## src/rtl/multiword_add_ctrl.sv

```systemverilog
// multiword_add_ctrl
//   Wide (WIDTH*WORDS-bit) add/subtract built from a single WIDTH-bit ripple
//   adder that is reused once per cycle, least-significant word first, with
//   the carry held in a register between cycles.
//
// Ports
//   clk, rst             clock, synchronous active-high reset
//   in_valid / in_ready  operand handshake (a, b, cin, sub)
//   a, b                 N-bit operands, N = WIDTH*WORDS
//   cin                  carry-in for add (ignored for subtract)
//   sub                  0: a+b+cin   1: a-b
//   busy                 operation in progress (RUN or DONE)
//   out_valid/out_ready  result handshake (sum, cout, ovf)
//   sum, cout, ovf       result, carry out of MSB, signed overflow
//
// state | meaning
// IDLE  | waiting for an operand set, in_ready=1
// RUN   | one word per cycle through the adder
// DONE  | result held until the consumer takes it

module ripple_add #(
    parameter int WIDTH = 4
) (
    input  logic [WIDTH-1:0] i_a,
    input  logic [WIDTH-1:0] i_b,
    input  logic             i_cin,
    output logic [WIDTH-1:0] o_sum,
    output logic             o_cout
);
    always_comb begin
        logic c;
        c     = i_cin;
        o_sum = '0;
        for (int k = 0; k < WIDTH; k++) begin
            o_sum[k] = i_a[k] ^ i_b[k] ^ c;
            c        = (i_a[k] & i_b[k]) | (c & (i_a[k] ^ i_b[k]));
        end
        o_cout = c;
    end
endmodule

module multiword_add_ctrl #(
    parameter int WIDTH = 4,
    parameter int WORDS = 4
) (
    input  logic                   clk,
    input  logic                   rst,
    input  logic                   in_valid,
    output logic                   in_ready,
    input  logic [WIDTH*WORDS-1:0] a,
    input  logic [WIDTH*WORDS-1:0] b,
    input  logic                   cin,
    input  logic                   sub,
    output logic                   busy,
    output logic                   out_valid,
    input  logic                   out_ready,
    output logic [WIDTH*WORDS-1:0] sum,
    output logic                   cout,
    output logic                   ovf
);
    localparam int N    = WIDTH * WORDS;
    localparam int IDXW = (WORDS > 1) ? $clog2(WORDS) : 1;

    typedef enum logic [1:0] {
        S_IDLE = 2'd0,
        S_RUN  = 2'd1,
        S_DONE = 2'd2
    } state_t;

    state_t            r_state;
    logic [IDXW-1:0]   r_idx;
    logic              r_cy;
    logic [N-1:0]      r_opa;
    logic [N-1:0]      r_opb;
    logic [N-1:0]      r_sum;
    logic              r_cout;
    logic              r_ovf;
    logic              r_in_ready;
    logic              r_out_valid;
    logic              r_busy;

    logic [WIDTH-1:0]  w_a_word;
    logic [WIDTH-1:0]  w_b_word;
    logic [WIDTH-1:0]  w_add_sum;
    logic              w_add_cout;
    logic              w_last;

    // Word select by compare rather than a variable part-select keeps the
    // mux width-clean for any WORDS.
    always_comb begin
        w_a_word = '0;
        w_b_word = '0;
        for (int k = 0; k < WORDS; k++) begin
            if (r_idx == IDXW'(k)) begin
                w_a_word = r_opa[k*WIDTH +: WIDTH];
                w_b_word = r_opb[k*WIDTH +: WIDTH];
            end
        end
    end

    assign w_last = (r_idx == IDXW'(WORDS - 1));

    ripple_add #(.WIDTH(WIDTH)) u_add (
        .i_a    (w_a_word),
        .i_b    (w_b_word),
        .i_cin  (r_cy),
        .o_sum  (w_add_sum),
        .o_cout (w_add_cout)
    );

    always_ff @(posedge clk) begin
        if (rst) begin
            r_state     <= S_IDLE;
            r_idx       <= '0;
            r_cy        <= 1'b0;
            r_opa       <= '0;
            r_opb       <= '0;
            r_sum       <= '0;
            r_cout      <= 1'b0;
            r_ovf       <= 1'b0;
            r_in_ready  <= 1'b1;
            r_out_valid <= 1'b0;
            r_busy      <= 1'b0;
        end else begin
            case (r_state)
                S_IDLE: begin
                    if (in_valid && r_in_ready) begin
                        // Subtract is A + ~B + 1: invert B once here and
                        // seed the carry chain with 1.
                        r_opa      <= a;
                        r_opb      <= sub ? ~b : b;
                        r_cy       <= sub ? 1'b1 : cin;
                        r_idx      <= '0;
                        r_state    <= S_RUN;
                        r_in_ready <= 1'b0;
                        r_busy     <= 1'b1;
                    end
                end
                S_RUN: begin
                    for (int k = 0; k < WORDS; k++) begin
                        if (r_idx == IDXW'(k)) begin
                            r_sum[k*WIDTH +: WIDTH] <= w_add_sum;
                        end
                    end
                    r_cy  <= w_add_cout;
                    r_idx <= r_idx + IDXW'(1);
                    if (w_last) begin
                        r_cout      <= w_add_cout;
                        // opB MSB is already inverted for subtract
                        r_ovf       <= (r_opa[N-1] == r_opb[N-1]) &&
                                       (w_add_sum[WIDTH-1] != r_opa[N-1]);
                        r_state     <= S_DONE;
                        r_out_valid <= 1'b1;
                    end
                end
                S_DONE: begin
                    if (out_ready) begin
                        r_state     <= S_IDLE;
                        r_out_valid <= 1'b0;
                        r_busy      <= 1'b0;
                        r_in_ready  <= 1'b1;
                    end
                end
                default: begin
                    r_state     <= S_IDLE;
                    r_in_ready  <= 1'b1;
                    r_out_valid <= 1'b0;
                    r_busy      <= 1'b0;
                end
            endcase
        end
    end

    assign in_ready  = r_in_ready;
    assign out_valid = r_out_valid;
    assign busy      = r_busy;
    assign sum       = r_sum;
    assign cout      = r_cout;
    assign ovf       = r_ovf;
endmodule
```

## config.mk

```make
export PLATFORM = sky130hd
export DESIGN_NAME = multiword_add_ctrl
export DESIGN_NICKNAME = d
export VERILOG_FILES = /design/src/rtl/multiword_add_ctrl.sv
export SDC_FILE = /design/constraint.sdc
export NUM_CORES = 1
export LEC_CHECK = 0
export ABC_AREA = 0
export CORE_AREA = 2 2 83 85
export DETAILED_ROUTE_END_ITERATION = 7
export DIE_AREA = 0 0 85 87
export PLACE_DENSITY = 0.73
export SLEW_MARGIN = 20
export SYNTH_ARGS = -nofsm -noshare
export SYNTH_HDL_FRONTEND = slang
export SYNTH_HIERARCHICAL = 1
export SYNTH_SLANG_ARGS = --single-unit
```

## constraint.sdc

```tcl
create_clock -name clk -period 3.01 [get_ports clk]
set_input_delay 0.4515 -clock clk [delete_from_list [all_inputs] [get_ports clk]]
set_output_delay 0.4515 -clock clk [all_outputs]
set_load 0.05 [all_outputs]
```

==> results list, run 1 <==
* Run status: finished clean
- By startpoint and endpoint, the worst setup path is classified as flip-flop to flip-flop.
- After the flow finishes, the layout carries non-filler instances totaling between 400 and 500.
* Buf/Inv on CP: 5
* Number of sinks driven by the clock tree: 58
- The synthesized design contains 0 enable-type register cells.
- The first global-routing pass estimated 10.6 mm of wire.
- Across the VDD grid, the largest voltage drop is between 300 and 400 uV.
- Hold_buf cts: 0
* Clock transition at the register clock pins on the worst setup and hold paths after CTS: 0.07 ns
- At the pin with the least slew margin, the transition time is slightly below 0.7 ns.
* Min setup slack post-route: 0.00748 ns
- Of the cells placed in the final design, the portion with a size suffix greater than 1 is 0.156.
* Final critical path time including I/O delays and setup: 3.00 ns
- Class of the worst hold path: flip-flop to flip-flop
- Clock network latency to the later pin of the worst-skew pair: 0.34 ns
- STA classifies the critical path endpoint as a flip-flop.
- Residual DRC: 0
* Tcrit/Tclk final: 0.998
* Area after detailed placement: 0.00346 mm^2
* Maximum number of pins on one net before global-route repair: 42
- Summing every instance area after synthesis gives 0.00283 mm^2.
* Detailed Place HPWL: 4.47 mm
- Among cell families on the critical path, the largest total delay comes from adder cells.
* Crit path launch type: flip-flop
- Summed over all cells, the static leakage comes to 1.37 nW.
- Highest-delay cell along the critical path: fa_1
- For this run, the detailed router's first-pass iteration total came to 4.
* Total inserted antenna cells: 0
- The number of nets handed over by synthesis was 385.
* CP Cell Sequence: inv_4 > ha_4 > a21oi_2 > o21ai_1 > a22o_1 > fa_2 > inv_2 > fa_2 > inv_2 > fa_2 > inv_2 > fa_1 > inv_2 > and3b_1 > nor3_2 > nor3_1
* Avg Cell Area, Syn: around 8.4 um^2
* Global-route usage over all layers: 0.180
* Number of flip-flops and latches in the synthesized netlist: 58
- Total die area: between 0.007 and 0.008 mm^2
- Arrival time of the worst setup path: 3.20 ns
- Number of distinct standard cells referenced by the synthesized netlist: 39
- Worst clock skew: 0.00821 ns
- Total grt overflow: 0
- Seq/Total Area, Yosys: 0.410
- The tool flagged a number of max-cap violations equal to 0.
* Fraction of synthesis flops using an asynchronous set or reset pin: 0
- The clock tree synthesis step divided the H-tree into 3 levels.
* Antenna violations before repair: 0
- Die Y: approximately 87 um
* Worst hold margin: between 0.4 and 0.5 ns
* Total count of max-transition violations in the final report: 0
- The floorplan step set the die width to 85 um.
* Power consumption: 2.22 mW
* Critical path required time: 3.21 ns
* Net count, final: 438
- WL final: 6.45 mm
- DRC marker count from the first detailed-route iteration: 136
- The Yosys step of the flow raised 6 warnings.
* Area growth from synthesis to layout: 32.5%
* Power density normalized to cell area: 593 mW/mm^2
- Placed insts: about 460
- Total of endpoints with negative setup slack in the final report: 0
* CP max FO: 6
- For this run, the slowest stage of the critical path takes 0.42 ns.
* TritonCTS clock tree: done
* Post-detailed-route count of antenna-violating nets: 0
* Slew HR: 0.550
* Number of hold-slack violations in the final timing report: 0
* Final-layout setup total negative slack: 0 ns
* Number of primary I/O pins: between 50 and 60
* Post-Synthesis Cells: 339
- The initial utilization of the core area, before any placement, comes to 0.431.
- After clock tree synthesis, the setup repair step added 0 buffers.
* Clock buffer depth: 2
- Unrepaired setup endpoints after global routing: true
- Area inside the core boundary: 0.00657 mm^2
- Worst slack at placement: -0.0227 ns
- The via count of the first global-routing pass came to roughly 2300.
- CTS Root Buffer Type: clkbuf_8
- Routability-driven placement finished with a final weighted congestion of 0.859.
- In the final routed layout, each cell accounts on average for 13.5 um.
* Placement Rows: 30
- Routed vias/inst: roughly 5
- Inserted Clock Buffers: 9
- Worst path most repeated cell: inv_2
- Max Clock Freq: around 330 MHz
- Post-route design area: 0.00375 mm^2
- Final standard cell utilization of the core: 0.571
- In the synthesized netlist the dominant register cell turns out to be dfxtp_1.
- The detailed router placed between 2000 and 2500 vias in this run.
* PortBufs: 58
-- cells in the final DEF (no fill, tap or decap), types with 3 or more instances in the layout --
cell type / count
clkdlybuf4s50_1: 57
nand2_1: 56
dfxtp_1: 56
a21oi_1: 49
nor2_1: 22
inv_1: 18
nand3_1: 17
xnor2_1: 12
buf_4: 12
a211oi_2: 11
clkbuf_8: 10
a22o_1: 8
o21ai_0: 6
a211oi_1: 5
inv_2: 5
mux2i_1: 4
xor2_1: 4
bufinv_16: 4
o21ai_1: 3
nand3b_1: 3
fa_2: 3
-- final cells by class --
type	count	area (um^2)
fillers	601	2820
flip-flops and latches	58	1170
inverters	24	92.6
clock buffers	11	141
well taps	80	100
clock inverters	5	125
repair buffers	70	666
multi-input cells	229	1460
-- worst paths after layout --
kind,start,to,slack (ns),cells after the start
worst max-delay path,r_idx[1],ovf,0.007,16
worst min-delay path,sum[1],sum[1],0.45,2
worst max register to register,r_idx[1],ovf,0.007,16
worst min register to register,sum[1],sum[1],0.45,2
-- layer usage --
layer  part of all wire  vias to the layer above  global-route usage
li1                   -                     1238                   -
met1               0.48                     1118               0.242
met2               0.44                       62               0.273
met3              0.050                       14              0.0370
met4              0.026                        0              0.0938
met5                  0                        -                   0
-- Yosys cell counts (all sizes together) (4+ instances only) --
| master | instances | area (um^2) |
|---|---|---|
| a211oi | 16 | 175 |
| a21oi | 51 | 255 |
| a22o | 8 | 70.1 |
| buf | 20 | 145 |
| clkbuf | 8 | 31.3 |
| dfxtp | 58 | 1160 |
| fa | 4 | 80.1 |
| ha | 4 | 50.1 |
| inv | 24 | 90.1 |
| mux2i | 4 | 40.0 |
| nand2 | 56 | 210 |
| nand3 | 17 | 85.1 |
| nand3b | 4 | 33.8 |
| nor2 | 23 | 88.8 |
| o21ai | 10 | 53.8 |
| xnor2 | 12 | 105 |
| xor2 | 4 | 35.0 |
-- kinds of logic (layout without fill, tap and decap cells) --
family	after synthesis	in the layout	synth area share
AND/OR/NAND/NOR	111	111	0.176
XOR/XNOR	16	16	0.0495
multiplexers	4	4	0.0141
buffers and inverters	52	110	0.0941
AO/OA/AOI/OAI	90	90	0.210
flip-flops	58	58	0.410
adder cells (fa/ha/maj)	8	8	0.0460
-- flip-flops by register name, indices dropped and copies added (netlist names) --
| signal | count |
|---|---|
| r_state | 2 |
| out_valid | 1 |
| r_opa | 16 |
| r_cy | 1 |
| busy | 1 |
| ovf | 1 |
| r_opb | 16 |
| in_ready | 1 |
| cout | 1 |
| r_idx | 2 |
| sum | 16 |
-- power by group --
group	switching, mW	internal [mW]	leakage [nW]
sequential	0.0374	0.817	0.476
combinational	0.225	0.180	0.757
clock	0.309	0.655	0.134
-- what timing repair did --
action                     4_1_cts  5_1_grt
gates cloned                     0        0
resized for setup                2        5
setup endpoints to repair        1        5
pin swaps                        0        4
-- worst min-delay path, cell delays in order (launching register included) --
cell and delay [ns]:
dfxtp_1 0.31, nand2_1 0.05, a21oi_1 0.05
Note: power is estimated with default switching activity, not from simulation.
==> inputs of run 2 (changes only) <==
- CORE_AREA: 2 2 83 85 -> 2 2 98 72
- DIE_AREA: 0 0 85 87 -> 0 0 100 74
==> run 2 against run 1 <==
  * Sequential power barely moved
  * Setup slack improved by 0.013 ns
  * Power fell by 9.6%
  * Critical path depth did not move
  * Core utilization fell by 0.066 points
  * Die area barely moved
  * Via count rose by 0.29%
  * Clock power fell by 22%
  * Highest routed layer unchanged
==> results list, run 2 (same netlist as run 1, synthesis figures left out) <==
- Min setup slack post-route: 0.0200 ns (was 0.00748 ns)
* Maximum number of pins on one net before global-route repair: 42 (unchanged)
* Maximum VDD drop: 262 uV (was 360 uV)
* Leading cell type in the layout, fill and taps excluded: clkdlybuf4s50_1 (unchanged)
- Detailed Place HPWL: 4.75 mm (was 4.47 mm)
- Unrepaired setup endpoints after global routing: true (unchanged).
* Arrival time of the worst setup path: 3.19 ns (was 3.20 ns)
- Total grt overflow: 0 (unchanged)
- Clock buffer depth: 2 (unchanged)
* Area after detailed placement: 0.00348 mm^2 (was 0.00346 mm^2)
- The I/O pin count is 59 (unchanged).
* Maximum capacitance violations: 0 (unchanged)
- WL final: 6.54 mm (was 6.45 mm)
* Clock network latency to the later pin of the worst-skew pair: 0.34 ns (about the same)
- The worst hold margin came to 0.457 ns (was 0.453 ns).
- Power density normalized to cell area: 542 mW/mm^2 (was 593 mW/mm^2)
* Post-detailed-route count of antenna-violating nets: 0 (unchanged)
- Clock transition at the register clock pins on the worst setup and hold paths after CTS: 0.06 ns (was 0.07 ns)
- The area added between synthesis and finish is 31.1% (was 32.5%).
- Total count of max-transition violations in the final report: 0 (unchanged)
- The leakage power came to 1.35 nW (was 1.37 nW).
- The worst-path maximum fanout was 6 (unchanged).
- Weighted congestion reported at the end of routability-driven placement: 0.871 (was 0.859)
* Worst slack at placement: -0.0321 ns (was -0.0227 ns)
- Setup Fix Bufs, Post-CTS: 0 (unchanged)
* Die Y: 74 um (was 87 um)
- The average wire per cell in the routed design is 13.6 um (was 13.5 um).
* Tcrit/Tclk final: 0.993 (was 0.998)
- The time the worst path needs with I/O delays and setup came to 2.99 ns (was 3.00 ns).
- Final standard cell utilization of the core: 0.571 (about the same)
- # H-tree levels: 3 (unchanged)
- Fraction of layout cells with a size suffix above 1: 0.158 (was 0.156)
- The die width is 100 um (was 85 um).
* Category of the critical setup timing path: flip-flop to flip-flop (unchanged)
- The type of the most critical hold path was flip-flop to flip-flop (unchanged).
- Crit path launch type: flip-flop (unchanged)
- The detailed-route via count is 2439 (was 2432).
- Post-route design area: 0.00371 mm^2 (was 0.00375 mm^2)
- First-pass GRT wire length: 10.8 mm (was 10.6 mm)
- Routed vias/inst: 5.08 (was 5.10)
- The endpoint type of the worst setup path is a flip-flop (unchanged).
- The post-route clock skew is 0.00493 ns (was 0.00821 ns).
* Inserted Clock Buffers: 9 (unchanged)
* CTS Root Buffer Type: clkbuf_8 (unchanged)
* DRC marker count from the first detailed-route iteration: 138 (was 136)
- The starting utilization of the core area is 0.435 (was 0.431).
- Global-route usage over all layers: 0.191 (was 0.180)
- The number of sinks handled by clock tree synthesis was 58 (unchanged).
- Residual DRC: 0 (unchanged)
* Hold_buf cts: 0 (unchanged)
* Antenna violations before repair: 0 (unchanged)
- The via count of the first global-routing pass came to 2286 (was 2313).
- Placement Rows: 25 (was 30)
* Slew HR: 0.544 (was 0.550)
- Iteration count of the initial detailed-routing pass: 4 (unchanged)
- Net count, final: 440 (was 438)
- Number of hold-slack violations in the final timing report: 0 (unchanged)
* Area inside the core boundary: 0.00651 mm^2 (was 0.00657 mm^2)
- Total of endpoints with negative setup slack in the final report: 0 (unchanged)
* Critical path required time: 3.21 ns (about the same)
- The number of I/O port buffers was 58 (unchanged).
* Max Clock Freq: 334 MHz (was 333 MHz)
* Run status: finished clean (unchanged)
* Total inserted antenna cells: 0 (unchanged)
- TritonCTS clock tree: done (unchanged)
- The transition time of the tightest slew-check pin was 0.684 ns (was 0.675 ns).
- Total die area: 0.00740 mm^2 (about the same)
- The aggregate negative setup slack came to 0 ns (unchanged).
* Highest-count cells in the layout ignoring fill and taps: clkdlybuf4s50_1 (57), nand2_1 (56), dfxtp_1 (56), a21oi_1 (50), nor2_1 (22) (was clkdlybuf4s50_1 (57), nand2_1 (56), dfxtp_1 (56), a21oi_1 (49), nor2_1 (22))
[run 2: repair_timing]
item,in CTS,in global routing
setup endpoints to repair,1,3
pin swaps,0,2
hold endpoints to repair,0,0
resized for setup,3,2
[run 2: worst paths after layout]
check	start	to	depth (start not counted)	slack, ns
setup / recovery	r_idx[1]	ovf	16	0.02
hold reg to reg	sum[10]	sum[10]	2	0.46
setup reg to reg	r_idx[1]	ovf	16	0.02
hold / removal	sum[10]	sum[10]	2	0.46
[run 2: area by class of cell]
cell class	instances	area (um^2)
sequential	58	1170
multi-input combinational	229	1460
inverter	24	92.6
fill	596	2790
timing repair buffer	72	681
tap	81	101
clock inverter	4	47.5
clock buffer	12	166
[run 2: per-stage QoR]
step           instances  power [mW]
2_1_floorplan        339        1.15
3_3_place_gp         464        1.26
3_5_place_dp         464        1.27
4_1_cts              480        2.03
5_1_grt              480        2.12
6_report             480        2.01
[run 2: power breakdown]
group | internal [mW] | switching, mW | leakage [nW]
registers | 0.818 | 0.0389 | 0.476
clock network | 0.452 | 0.299 | 0.108
logic | 0.180 | 0.223 | 0.767
total | 1.45 | 0.561 | 1.35
[run 2: critical path, cell delays in order, from the launching register on]
cell     delay, ns
dfxtp_4       0.37
inv_2         0.06
ha_4          0.18
a21oi_2       0.11
o21ai_1       0.08
a22o_1        0.20
fa_2          0.36
inv_2         0.06
fa_2          0.18
inv_2         0.04
fa_2          0.32
inv_2         0.06
fa_1          0.41
inv_2         0.07
and3b_1       0.18
nor3_2        0.11
nor3_1        0.06
[run 2: routing by layer]
layer,global-route usage,up-vias,part of all wire
met1,0.244,1120,0.46
met4,0.0320,0,0.0041
li1,-,1244,-
met5,0,-,0
met2,0.309,73,0.45
met3,0.0836,2,0.085
